**config.mk**
```make
export PLATFORM = sky130hd
export DESIGN_NAME = instr_fetch_flat
export DESIGN_NICKNAME = d
export VERILOG_FILES = /design/src/rtl/instr_fetch_if.sv /design/src/rtl/instr_fetch.sv /design/src/flat_wrapper.sv
export SDC_FILE = /design/constraint.sdc
export NUM_CORES = 1
export LEC_CHECK = 0
export CAP_MARGIN = 10
export CELL_PAD_IN_SITES_DETAIL_PLACEMENT = 1
export CELL_PAD_IN_SITES_GLOBAL_PLACEMENT = 2
export CORE_MARGIN = 3
export CORE_UTILIZATION = 23
export CTS_CLUSTER_DIAMETER = 120
export DETAILED_ROUTE_END_ITERATION = 10
export GPL_TIMING_DRIVEN = 0
export HOLD_SLACK_MARGIN = 0.03
export PLACE_DENSITY_LB_ADDON = 0.25
export SLEW_MARGIN = 10
export SYNTH_ARGS = -nofsm -noshare
export SYNTH_HDL_FRONTEND = slang
export SYNTH_SLANG_ARGS = --single-unit
```
**constraint.sdc**
```tcl
create_clock -name clk -period 2.3 [get_ports clk]
set_input_delay 0.46 -clock clk [delete_from_list [all_inputs] [get_ports clk]]
set_output_delay 0.46 -clock clk [all_outputs]
set_load 0.05 [all_outputs]
```
**src/rtl/instr_fetch_if.sv**
```systemverilog
// ---------------------------------------------------------------------------
// instr_fetch_if
// Bundles the signals between the instruction fetch unit, the PC unit, the
// instruction memory and the decode stage.
//
//   PC        32  PC unit -> fetch    current fetch address, bit31 = supervisor
//   pc_en      1  fetch -> PC unit    advance PC on this edge (combinational)
//   flush      1  PC unit -> fetch    redirect target loaded into PC this edge
//   mem_req    1  fetch -> memory     read request
//   mem_addr  32  fetch -> memory     registered word address
//   mem_ack    1  memory -> fetch     one-cycle completion strobe
//   mem_rdata 32  memory -> fetch     read data, valid with mem_ack
//   ir_valid   1  fetch -> decode     IR/IR_PC hold an instruction
//   IR        32  fetch -> decode     fetched instruction
//   IR_PC     32  fetch -> decode     PC the instruction was fetched from
//   ir_ready   1  decode -> fetch     decode accepts IR
//   fetch_err  1  fetch -> system     sticky watchdog error
//
// Modport master is the fetch unit; modport slave is its environment.
// ---------------------------------------------------------------------------
interface instr_fetch_if;
    logic [31:0] PC;
    logic        pc_en;
    logic        flush;
    logic        mem_req;
    logic [31:0] mem_addr;
    logic        mem_ack;
    logic [31:0] mem_rdata;
    logic        ir_valid;
    logic [31:0] IR;
    logic [31:0] IR_PC;
    logic        ir_ready;
    logic        fetch_err;

    modport master (
        input  PC, flush, mem_ack, mem_rdata, ir_ready,
        output pc_en, mem_req, mem_addr, ir_valid, IR, IR_PC, fetch_err
    );

    modport slave (
        output PC, flush, mem_ack, mem_rdata, ir_ready,
        input  pc_en, mem_req, mem_addr, ir_valid, IR, IR_PC, fetch_err
    );
endinterface

```
**src/rtl/instr_fetch.sv**
```systemverilog
// ---------------------------------------------------------------------------
// instr_fetch
// Single-outstanding-request instruction fetch unit. Issues a word read for
// the current PC, latches the returned instruction into IR/IR_PC and holds it
// until decode accepts it or a flush discards it. A watchdog counts unacked
// request cycles and parks the unit in a sticky error state after WDOG_MAX.
//
// Parameters
//   WDOG_MAX  consecutive unacked request cycles before fetch_err (1..255)
//
// Ports
//   clk    rising-edge clock
//   RESET  synchronous, active-high reset
//   bus    instr_fetch_if.master (PC unit, memory and decode signals)
// ---------------------------------------------------------------------------
module instr_fetch #(
    parameter int unsigned WDOG_MAX = 255
) (
    input  logic          clk,
    input  logic          RESET,
    instr_fetch_if.master bus
);

    typedef enum logic [1:0] {
        S_IDLE,
        S_REQ,
        S_FULL,
        S_ERR
    } state_t;

    localparam logic [7:0] WDOG_LIMIT = 8'(WDOG_MAX);

    state_t      state;
    logic        drop;      // outstanding request belongs to a flushed path
    logic [7:0]  wdog;      // unacked request cycles in this transaction
    logic [31:0] fetch_pc;  // PC that produced the outstanding request

    // Instruction accepted this cycle: the only case that advances PC.
    always_comb begin
        bus.pc_en = 1'b0;
        if (!RESET && state == S_REQ && bus.mem_ack && !drop && !bus.flush)
            bus.pc_en = 1'b1;
    end

    always_ff @(posedge clk) begin
        if (RESET) begin
            state         <= S_IDLE;
            drop          <= 1'b0;
            wdog          <= '0;
            fetch_pc      <= '0;
            bus.mem_req   <= 1'b0;
            bus.mem_addr  <= '0;
            bus.ir_valid  <= 1'b0;
            bus.IR        <= '0;
            bus.IR_PC     <= '0;
            bus.fetch_err <= 1'b0;
        end else begin
            case (state)
                S_IDLE: begin
                    state        <= S_REQ;
                    bus.mem_req  <= 1'b1;
                    bus.mem_addr <= {1'b0, bus.PC[30:2], 2'b00};
                    fetch_pc     <= bus.PC;
                    wdog         <= '0;
                end

                S_REQ: begin
                    if (bus.mem_ack) begin
                        if (drop || bus.flush) begin
                            // Stale data: discard and re-issue from the
                            // current PC without leaving REQ.
                            drop         <= 1'b0;
                            bus.mem_addr <= {1'b0, bus.PC[30:2], 2'b00};
                            fetch_pc     <= bus.PC;
                            wdog         <= '0;
                        end else begin
                            bus.IR       <= bus.mem_rdata;
                            bus.IR_PC    <= fetch_pc;
                            bus.ir_valid <= 1'b1;
                            bus.mem_req  <= 1'b0;
                            state        <= S_FULL;
                        end
                    end else begin
                        // A flush cannot abort the bus cycle; remember to
                        // throw its data away when it finally completes.
                        if (bus.flush)
                            drop <= 1'b1;
                        wdog <= wdog + 8'd1;
                        if ((wdog + 8'd1) == WDOG_LIMIT) begin
                            state         <= S_ERR;
                            bus.mem_req   <= 1'b0;
                            bus.fetch_err <= 1'b1;
                        end
                    end
                end

                S_FULL: begin
                    // flush wins over ir_ready: both leave IR dropped here,
                    // the difference is only whether decode consumed it.
                    if (bus.flush || bus.ir_ready) begin
                        bus.ir_valid <= 1'b0;
                        state        <= S_REQ;
                        bus.mem_req  <= 1'b1;
                        bus.mem_addr <= {1'b0, bus.PC[30:2], 2'b00};
                        fetch_pc     <= bus.PC;
                        wdog         <= '0;
                    end
                end

                S_ERR: begin
                    bus.mem_req   <= 1'b0;
                    bus.ir_valid  <= 1'b0;
                    bus.fetch_err <= 1'b1;
                end

                default: state <= S_ERR;
            endcase
        end
    end

endmodule

```
**src/flat_wrapper.sv**
```systemverilog
// flat-port wrapper written by rule: the top's interface ports become plain ports
module instr_fetch_flat 
#(
    parameter int unsigned WDOG_MAX = 255
)
  (clk, RESET, bus_PC, bus_flush, bus_mem_ack, bus_mem_rdata, bus_ir_ready, bus_pc_en, bus_mem_req, bus_mem_addr, bus_ir_valid, bus_IR, bus_IR_PC, bus_fetch_err);
  instr_fetch_if bus_i ();
  input  logic clk;
  input  logic RESET;
  input wire logic [$bits(bus_i.PC)-1:0] bus_PC;
  input wire logic [$bits(bus_i.flush)-1:0] bus_flush;
  input wire logic [$bits(bus_i.mem_ack)-1:0] bus_mem_ack;
  input wire logic [$bits(bus_i.mem_rdata)-1:0] bus_mem_rdata;
  input wire logic [$bits(bus_i.ir_ready)-1:0] bus_ir_ready;
  output wire logic [$bits(bus_i.pc_en)-1:0] bus_pc_en;
  output wire logic [$bits(bus_i.mem_req)-1:0] bus_mem_req;
  output wire logic [$bits(bus_i.mem_addr)-1:0] bus_mem_addr;
  output wire logic [$bits(bus_i.ir_valid)-1:0] bus_ir_valid;
  output wire logic [$bits(bus_i.IR)-1:0] bus_IR;
  output wire logic [$bits(bus_i.IR_PC)-1:0] bus_IR_PC;
  output wire logic [$bits(bus_i.fetch_err)-1:0] bus_fetch_err;
  assign bus_i.PC = bus_PC;
  assign bus_i.flush = bus_flush;
  assign bus_i.mem_ack = bus_mem_ack;
  assign bus_i.mem_rdata = bus_mem_rdata;
  assign bus_i.ir_ready = bus_ir_ready;
  assign bus_pc_en = bus_i.pc_en;
  assign bus_mem_req = bus_i.mem_req;
  assign bus_mem_addr = bus_i.mem_addr;
  assign bus_ir_valid = bus_i.ir_valid;
  assign bus_IR = bus_i.IR;
  assign bus_IR_PC = bus_i.IR_PC;
  assign bus_fetch_err = bus_i.fetch_err;
  instr_fetch #(.WDOG_MAX(WDOG_MAX)) u_core (.clk(clk), .RESET(RESET), .bus(bus_i));
endmodule
```
After elaboration in Yosys (flattened, before gate mapping)
Cells that the tools add are included.
{"block": "totals", "reg_bits": 142, "inputBits": 69, "out_inout_bits": 100, "elab_cells": 81}
{"block": "op_classes", "n_addsub": 1, "eq_ne": 14, "mux": 33, "bitwise_logic": 1, "n_reduce_logical": 22}
{"operator": "$mux W32", "count": 6}
{"operator": "$pmux W32 S3", "count": 2}
{"operator": "$mux W8", "count": 3}
{"operator": "$pmux W8 S3", "count": 1}
{"operator": "$reduce_and A3 Y1", "count": 5}
{"operator": "$mux W1", "count": 13}
{"operator": "$reduce_and A4 Y1", "count": 3}
{"operator": "$ne A2 B2 Y1 const B", "count": 5}
{"operator": "$ne A3 B3 Y1 const B", "count": 3}
{"operator": "$add A8 B1 Y8 const B", "count": 1}
{"operator": "$eq A8 B8 Y1 const B", "count": 1}
{"operator": "$mux W2", "count": 4}
{"operator": "$pmux W2 S3", "count": 1}
{"operator": "$reduce_bool A3 Y1", "count": 2}
{"operator": "$eq A2 B2 Y1 const B", "count": 2}
{"operator": "$logic_and A1 B1 Y1", "count": 4}
{"operator": "$ne A2 B1 Y1 const B", "count": 2}
{"operator": "$pmux W1 S4", "count": 1}
{"operator": "$reduce_bool A2 Y1", "count": 2}
{"operator": "$logic_not A1 Y1", "count": 3}
{"operator": "$pmux W1 S3", "count": 1}
{"operator": "$eq A2 B1 Y1 const B", "count": 1}
{"operator": "$logic_not A2 Y1", "count": 1}
{"operator": "$logic_or A1 B1 Y1", "count": 2}
{"operator": "other kinds (2)", "count": 2}

Logic depth before layout (Yosys ltp)
Gate-level depths: netlist of run 1.
{"block": "logic_depth", "depth_word": 6, "depth_mapped": 7, "ltp_nobuf": 7}

Least setup slack after synthesis of run 1
OpenSTA, ideal clock, no wires.
{"block": "synth_timing", "path_kind": "in2out", "start": "input bus_flush", "end": "output bus_pc_en", "arrival_ps": 1618, "required_ps": 1840, "setup_slack_ps": 222, "cell_stages": 4, "path_buffers": 1, "cell_sequence": "nor3b_2 > nand2_1 > clkbuf_1 > nor2_1"}
{"block": "synth_via", "elab_chain_len": 3}
{"item": "from (decl)", "line_no": "flat_wrapper.sv:11", "source": "input wire logic [$bits(bus_i.flush)-1:0] bus_flush;"}
{"item": "$logic_not A1 Y1", "line_no": "instr_fetch.sv:41", "source": "if (!RESET && state == S_REQ && bus.mem_ack && !drop && !bus.flush)"}
{"item": "$logic_and A1 B1 Y1", "line_no": "instr_fetch.sv:41"}
{"item": "$mux W1", "line_no": "instr_fetch.sv:41"}
{"item": "to (decl)", "line_no": "flat_wrapper.sv:15", "source": "output wire logic [$bits(bus_i.pc_en)-1:0] bus_pc_en;"}
Every way passes these cells.

==> results of run 1 <==
## kinds of logic (layout without fill, tap and decap cells)
family / count (synthesis) / in the layout
compound gates: 125 / 125
xor+xnor: 2 / 2
fa+ha+maj: 2 / 2
buf+inv: 69 / 250
flops: 110 / 110
other cells: 1 / 3
simple gates: 234 / 234
## power by group through the flow
stage / combinational (mW) / sequential [mW] / clock [mW]
after floorplan: 0.396 / 2.17 / 0
after global placement: 0.833 / 2.08 / 0
after detailed placement: 0.841 / 2.08 / 0
after CTS: 0.848 / 2.04 / 1.61
after global routing: 0.899 / 2.05 / 1.69
final: 0.831 / 2.04 / 1.54
## registers in the layout (all words and copies together) (netlist names)
name,cells
u_core.bus.IR_PC,32
u_core.bus.mem_req,1
u_core.state,2
u_core.bus.IR,32
u_core.bus.ir_valid,1
u_core.bus.fetch_err,1
u_core.wdog,8
u_core.drop,1
u_core.fetch_pc,32
## synth_stat cells
library cell	number	area, um^2
or3_1	4	25.02
and2_1	1	6.260
buf_4	32	240.2
clkbuf_8	1	13.76
xor2_1	1	8.760
nand2b_1	1	6.260
buf_2	10	50.05
nand3_1	4	20.02
or3b_2	1	8.760
a21oi_1	109	545.5
nand2_1	201	754.5
clkbuf_1	17	63.81
clkbuf_2	1	5.000
a211oi_1	2	15.01
o21ai_0	6	30.03
nor2b_1	3	18.77
nor2_1	13	48.80
inv_1	2	7.510
or4_4	1	11.26
xnor2_1	1	8.760
buf_6	1	11.26
conb_1	1	3.750
dfxtp_1	110	2202
a31oi_1	2	12.51
a211oi_2	1	12.51
and2b_1	1	7.510
o21ai_2	1	8.760
nor3b_2	1	12.51
o21ai_1	3	15.01
ha_1	2	25.02
nor3_1	2	10.01
or4b_1	1	10.01
buf_1	5	18.77
o21bai_1	1	7.510
## per-stage QoR
stage | std cells | instance area [um^2] | total power [mW]
final | 955 | 6495 | 4.406
after global routing | 955 | 6495 | 4.636
after CTS | 955 | 6492 | 4.496
after detailed placement | 938 | 6181 | 2.922
after global placement | 938 | 6181 | 2.910
after floorplan | 545 | 4253 | 2.571
## cell type report
cell class,count,area (um^2)
Fill cell,2149,11530
Sequential cell,110,2202
Timing Repair Buffer,165,1652
Multi-Input combinational cell,366,1647
Buffer,67,406.6
Tap cell,229,286.5
Clock buffer,11,252.7
Clock inverter,5,41.29
Inverter,2,7.507
## worst paths after layout
kind | start | end | slack, ns
worst max-delay path | u_core.fetch_pc[15]$_SDFFE_PP0P_ | bus_mem_addr[15] | 0.17
worst min-delay path | RESET | u_core.bus.ir_valid$_SDFFE_PP0P_ | 0.35
worst max register to register | u_core.wdog[0]$_SDFFE_PP0P_ | u_core.bus.mem_req$_SDFFE_PP0P_ | 0.36
worst min register to register | u_core.bus.fetch_err$_SDFFE_PP0P_ | u_core.bus.fetch_err$_SDFFE_PP0P_ | 0.45
## routing by layer
layer	part of all wire [%]	wire [um]	track usage, %
met5	0	0	0
met4	1.1	161	4.040
met3	8.6	1208	5.022
met2	47	6580	24.16
met1	44	6130	16.70
## repair_timing
| action | in CTS | in global routing |
|---|---|---|
| resized for setup | 11 | 1 |
| hold buffers | 0 | 0 |
| endpoints found under the setup margin | 1 | 3 |
| setup buffers | 1 | 0 |
==> metrics.md, run 1 <==
| Metric | Value |
|---|---|
| Worst-Margin Slew | `0.5667 ns` |
| Commonest non-fill, non-tap cell in the layout | `nand2_1` |
| Clk pwr share | `34.9%` |
| Detail-routed net length per standard cell | `14.74 um` |
| Net switching fraction of the power | `29.18%` |
| Initial antenna violation count | `0` |
| Antenna-violating nets left | `0` |
| Tcrit/Tclk final | `92.51%` |
| Most frequent cells in the layout | `nand2_1 (201), clkdlybuf4s50_1 (161), dfxtp_1 (110), a21oi_1 (109), buf_4 (33)` |
| Switching power total | `1.286 mW` |
| Post-Syn Area | `0.004245 mm^2` |
| Routed WL | `14080 um` |
| Via count | `4143` |
| Setup tns final | `0 ns` |
| # rows | `49` |
| Slew margin rel. | `62.10%` |
| Yosys cell types | `34` |
| DPL Wire Length | `10910 um` |
| Synthesis-stage register bit count | `110` |
| Master of the slowest instance on the critical path | `clkdlybuf4s50_1` |
| Area growth syn-to-layout | `52.99%` |
| FMAX | `470.0 MHz` |
| Clk sinks | `110` |
| Synth warnings | `0` |
| R2R cell count | `6` |
| Final Hold Fails | `0` |
| Place WS | `-0.8967 ns` |
| Register area share after synthesis | `51.87%` |
| Util after Layout | `36.03%` |
| Share of layout cells above drive strength 1 | `9.504%` |
| Crit end category | `output port` |
| Max incr delay on CP | `0.83 ns` |
| Hold WS | `0.3463 ns` |
| Vias/cell | `4.338` |
| Initial Utilization | `23.55%` |
| CTS clock-pin slew for the worst setup and hold paths | `0.07 ns` |
| VDD IR max | `0.0003083 V` |
| Layout Nets | `792` |
| Hold Path Class | `in -> reg` |
| I/O pin total | `169` |
| Gr usage total | `14.12%` |
| Post-Synth XOR/XNOR Area | `0.4126%` |
| Finish-stage setup viols | `0` |
| Die W | `141.9 um` |
| Max Slew Vio Count | `0` |
| Crit path max-delay family | `buffers and inverters` |
| DR iter-0 viols | `114` |
| Post-Syn Area per Cell | `7.818 um^2` |
| CP max FO | `3` |
| Simple-gate area share of the yosys netlist | `22.13%` |
| Pint | `3.120 mW` |
| Global route overflow | `0` |
| Max Cap Viol | `0` |
| Number of iterations in the first detailed-routing pass | `4` |
| Die Y | `141.9 um` |
| Flop pwr share | `46.2%` |
| Skew final | `0.007979 ns` |
| Largest net degree at the start of global routing | `19` |
| Largest family of logic cells by synthesized area | `simple AND/OR/NAND/NOR gates` |
| Vias in the first global route | `4458` |
| Inserted Diodes | `0` |
| Setup CP Type | `reg -> out` |
| Minimum clock period | `2.128 ns` |
| Logic pwr share | `18.9%` |
| Hold Crit Depth | `2` |
| Critical path arrival | `1.67 ns` |
| Levels on crit path | `2` |
| PwrDens | `678.4 mW/mm^2` |
| Mux contribution to synthesized area | `0%` |
| Worst Path Buf+Inv | `2` |
| Final Wtd Congestion | `0.7965` |
| First-pass GRT wire length | `22680 um` |
| CTS tree | `done` |
| Adder-cell area share of the yosys netlist | `0.5894%` |
| Setup ws final | `0.1723 ns` |
| Lkg Pwr | `2.359 nW` |
| Htree depth | `3` |
| Drt drc | `0` |
| Critical path required time | `1.84 ns` |
| Cells after Synth | `543` |
| Synth Area in Compound Gates | `15.24%` |
| CP cell instances | `buf_4 > clkdlybuf4s50_1` |
| Status | `complete, no violations` |
| Port Buffers | `164` |
| RSZ-0062 raised after global routing | `false` |
| CP startpoint kind | `flip-flop` |
| Worst-Skew Late Latency | `0.35 ns` |
| Num CTS Buffers | `9` |
| Die ar. | `0.02012 mm^2` |
| Clock tree buffer depth | `2` |
| CORE AREA | `0.01802 mm^2` |
| Root buffer cell | `clkbuf_16` |
Power figures use the tool's default switching activity.
==> run 2: changes to the inputs <==
SKIP_CTS_REPAIR_TIMING = 1   (was default)
==> run 2 against run 1 <==
  * Die area unchanged
  * Sequential power about the same
  * Via count is 0.12% lower
  * Design area hardly changed
  * Combinational power is essentially flat
  * Non-clock buffer count is 1 lower
  * Highest routed layer unchanged
  * Register-to-register slack barely moved
  * Critical path depth up 4
  * Maximum frequency decreased by 0.61%
  * Clock skew hardly changed
==> metrics.md, run 2 (synthesis results as in run 1) <==
| Metric | Value |
|---|---|
| Hold WS | `0.3461 ns (-0.0001850 ns)` |
| PwrDens | `678.5 mW/mm^2 (about the same)` |
| Htree depth | `3 (unchanged)` |
| Lkg Pwr | `2.360 nW (about the same)` |
| Inserted Diodes | `0 (unchanged)` |
| Crit path max-delay family | `buffers and inverters` |
| Critical path required time | `1.84 ns (about the same)` |
| Worst-Margin Slew | `0.5670 ns (+0.0003762 ns)` |
| Num CTS Buffers | `9 (unchanged)` |
| Critical path arrival | `1.68 ns (about the same)` |
| Crit end category | `output port` |
| Detail-routed net length per standard cell | `14.77 um (+0.15%)` |
| Area of the multi-input gates | `0.001647 mm^2 (unchanged)` |
| Largest registers | `u_core.bus.IR x32, u_core.bus.IR_PC x32, u_core.fetch_pc x32` |
| RSZ-0062 raised after global routing | `false` |
| CP startpoint kind | `flip-flop` |
| CTS clock-pin slew for the worst setup and hold paths | `0.07 ns (about the same)` |
| GR Util met2 | `24.09% (-0.075 points)` |
| Max Slew Vio Count | `0 (unchanged)` |
| Net switching fraction of the power | `29.15% (-0.032 points)` |
| CP max FO | `10 (+7)` |
| Routed WL | `14090 um (about the same)` |
| Die W | `141.9 um (unchanged)` |
| I/O pin total | `169 (unchanged)` |
| Setup CP Type | `reg -> out` |
| Largest net degree at the start of global routing | `19 (unchanged)` |
| Status | `complete, no violations` |
| Die ar. | `0.02012 mm^2 (unchanged)` |
| Clk pwr share | `34.9% (about the same)` |
| M1 GR Usage | `16.68% (-0.021 points)` |
| Logic pwr share | `18.9% (about the same)` |
| Antenna-violating nets left | `0 (unchanged)` |
| Vias/cell | `4.338 (about the same)` |
| Hold Path Class | `in -> reg` |
| Finish-stage setup viols | `0 (unchanged)` |
| CORE AREA | `0.01802 mm^2 (unchanged)` |
| Tcrit/Tclk final | `93.07% (+0.57 points)` |
| Commonest non-fill, non-tap cell in the layout | `nand2_1` |
| Setup tns final | `0 ns (unchanged)` |
| Final Hold Fails | `0 (unchanged)` |
| Vias in the first global route | `4441 (-0.38%)` |
| FMAX | `467.1 MHz (-0.61%)` |
| CTS tree | `done` |
| Area growth syn-to-layout | `52.84% (about the same)` |
| Initial Utilization | `23.55% (unchanged)` |
| Initial antenna violation count | `0 (unchanged)` |
| Layout Nets | `791 (-0.13%)` |
| Drt drc | `0 (unchanged)` |
| Root buffer cell | `clkbuf_16` |
| Worst-Skew Late Latency | `0.35 ns (about the same)` |
| DPL Wire Length | `10910 um (unchanged)` |
| Max Cap Viol | `0 (unchanged)` |
| Share of layout cells above drive strength 1 | `9.379% (-0.12 points)` |
| Clock tree buffer depth | `2 (unchanged)` |
| Gr usage total | `14.11% (about the same)` |
| Pint | `3.119 mW (about the same)` |
| Via count | `4138 (-0.12%)` |
| Met3 Use GR | `5.089% (+0.067 points)` |
| DR iter-0 viols | `103 (-9.6%)` |
| Slew margin rel. | `62.08% (about the same)` |
| Global route overflow | `0 (unchanged)` |
| Filler cells | `2153 (+0.19%)` |
| Minimum clock period | `2.141 ns (+0.01307 ns)` |
| Total power | `4.402 mW (about the same)` |
| Number of iterations in the first detailed-routing pass | `4 (unchanged)` |
| # rows | `49 (unchanged)` |
| Skew final | `0.008334 ns (+0.0003546 ns)` |
| Port Buffers | `164 (unchanged)` |
| Clk sinks | `110 (unchanged)` |
| Worst Path Buf+Inv | `3 (+1)` |
| Max incr delay on CP | `0.31 ns (-0.52 ns)` |
| First-pass GRT wire length | `22660 um (about the same)` |
| Most frequent cells in the layout | `nand2_1 (201), clkdlybuf4s50_1 (161), dfxtp_1 (110), a21oi_1 (109), buf_4 (32)` |
| Die Y | `141.9 um (unchanged)` |
| CP cell instances | `clkbuf_2 > and2b_1 > nand2_1 > buf_2 > nor2_1 > buf_6` |
| Final Wtd Congestion | `0.7965 (unchanged)` |
| VDD IR max | `0.0003083 V (about the same)` |
| Master of the slowest instance on the critical path | `dfxtp_1` |
| Flop pwr share | `46.2% (about the same)` |
| GR peak layer | `met2` |
| FF/Latch Area | `0.002202 mm^2 (unchanged)` |
| Switching power total | `1.283 mW (-0.20%)` |
==> run 2: cell count changes in the layout (fill, tap and decap cells not counted), sizes merged <==
cell,change
clkbuf,-1
dlygate4sd2,-1
dlymetal6s2s,+1
==> run 2: power by group through the flow <==
stage	Combinational, mW	Sequential, mW	Clock [mW]
floorplan	0.396	2.17	0
global placement	0.833	2.08	0
detailed placement	0.841	2.08	0
CTS	0.845	2.04	1.61
global route	0.898	2.05	1.69
finish	0.830	2.04	1.54
==> run 2: cell type report <==
cell class                      count  area share, %
Tap cell                          229          4.416
Timing Repair Buffer              164          25.40
Clock inverter                      5         0.6363
Sequential cell                   110          33.94
Clock buffer                       11          3.895
Multi-Input combinational cell    366          25.38
Inverter                            2         0.1157
Buffer                             67          6.228
==> run 2: final timing paths <==
path,from,to,slack (ns),cells after the start
setup reg to reg,u_core.wdog[0]$_SDFFE_PP0P_,u_core.bus.mem_req$_SDFFE_PP0P_,0.37,6
hold reg to reg,u_core.bus.fetch_err$_SDFFE_PP0P_,u_core.bus.fetch_err$_SDFFE_PP0P_,0.45,2
hold / removal,RESET,u_core.bus.ir_valid$_SDFFE_PP0P_,0.35,2
setup / recovery,u_core.state[0]$_SDFFE_PP0P_,bus_pc_en,0.16,6
==> run 2: through the flow <==
stage	utilization, %	area [um^2]	setup WS (ns)	std cells
floorplan	-	4253	0.2218	545
global placement	34.29	6181	-0.8964	938
detailed placement	34.29	6181	-0.8967	938
CTS	35.92	6475	-0.9078	954
global route	36.00	6489	0.001407	954
finish	36.00	6489	0.1593	954
==> run 2: metal layers <==
| metal | wire length (um) | part of all wire, % |
|---|---|---|
| met3 | 1229 | 8.7 |
| met5 | 0 | 0 |
| met1 | 6121 | 43 |
| met2 | 6575 | 47 |
| met4 | 161 | 1.1 |
==> run 3: changes to the inputs <==
SKIP_CTS_REPAIR_TIMING = default   (was 1)
==> results of run 3 <==
The final DEF is identical to that of run 1; final timing and power are the same.
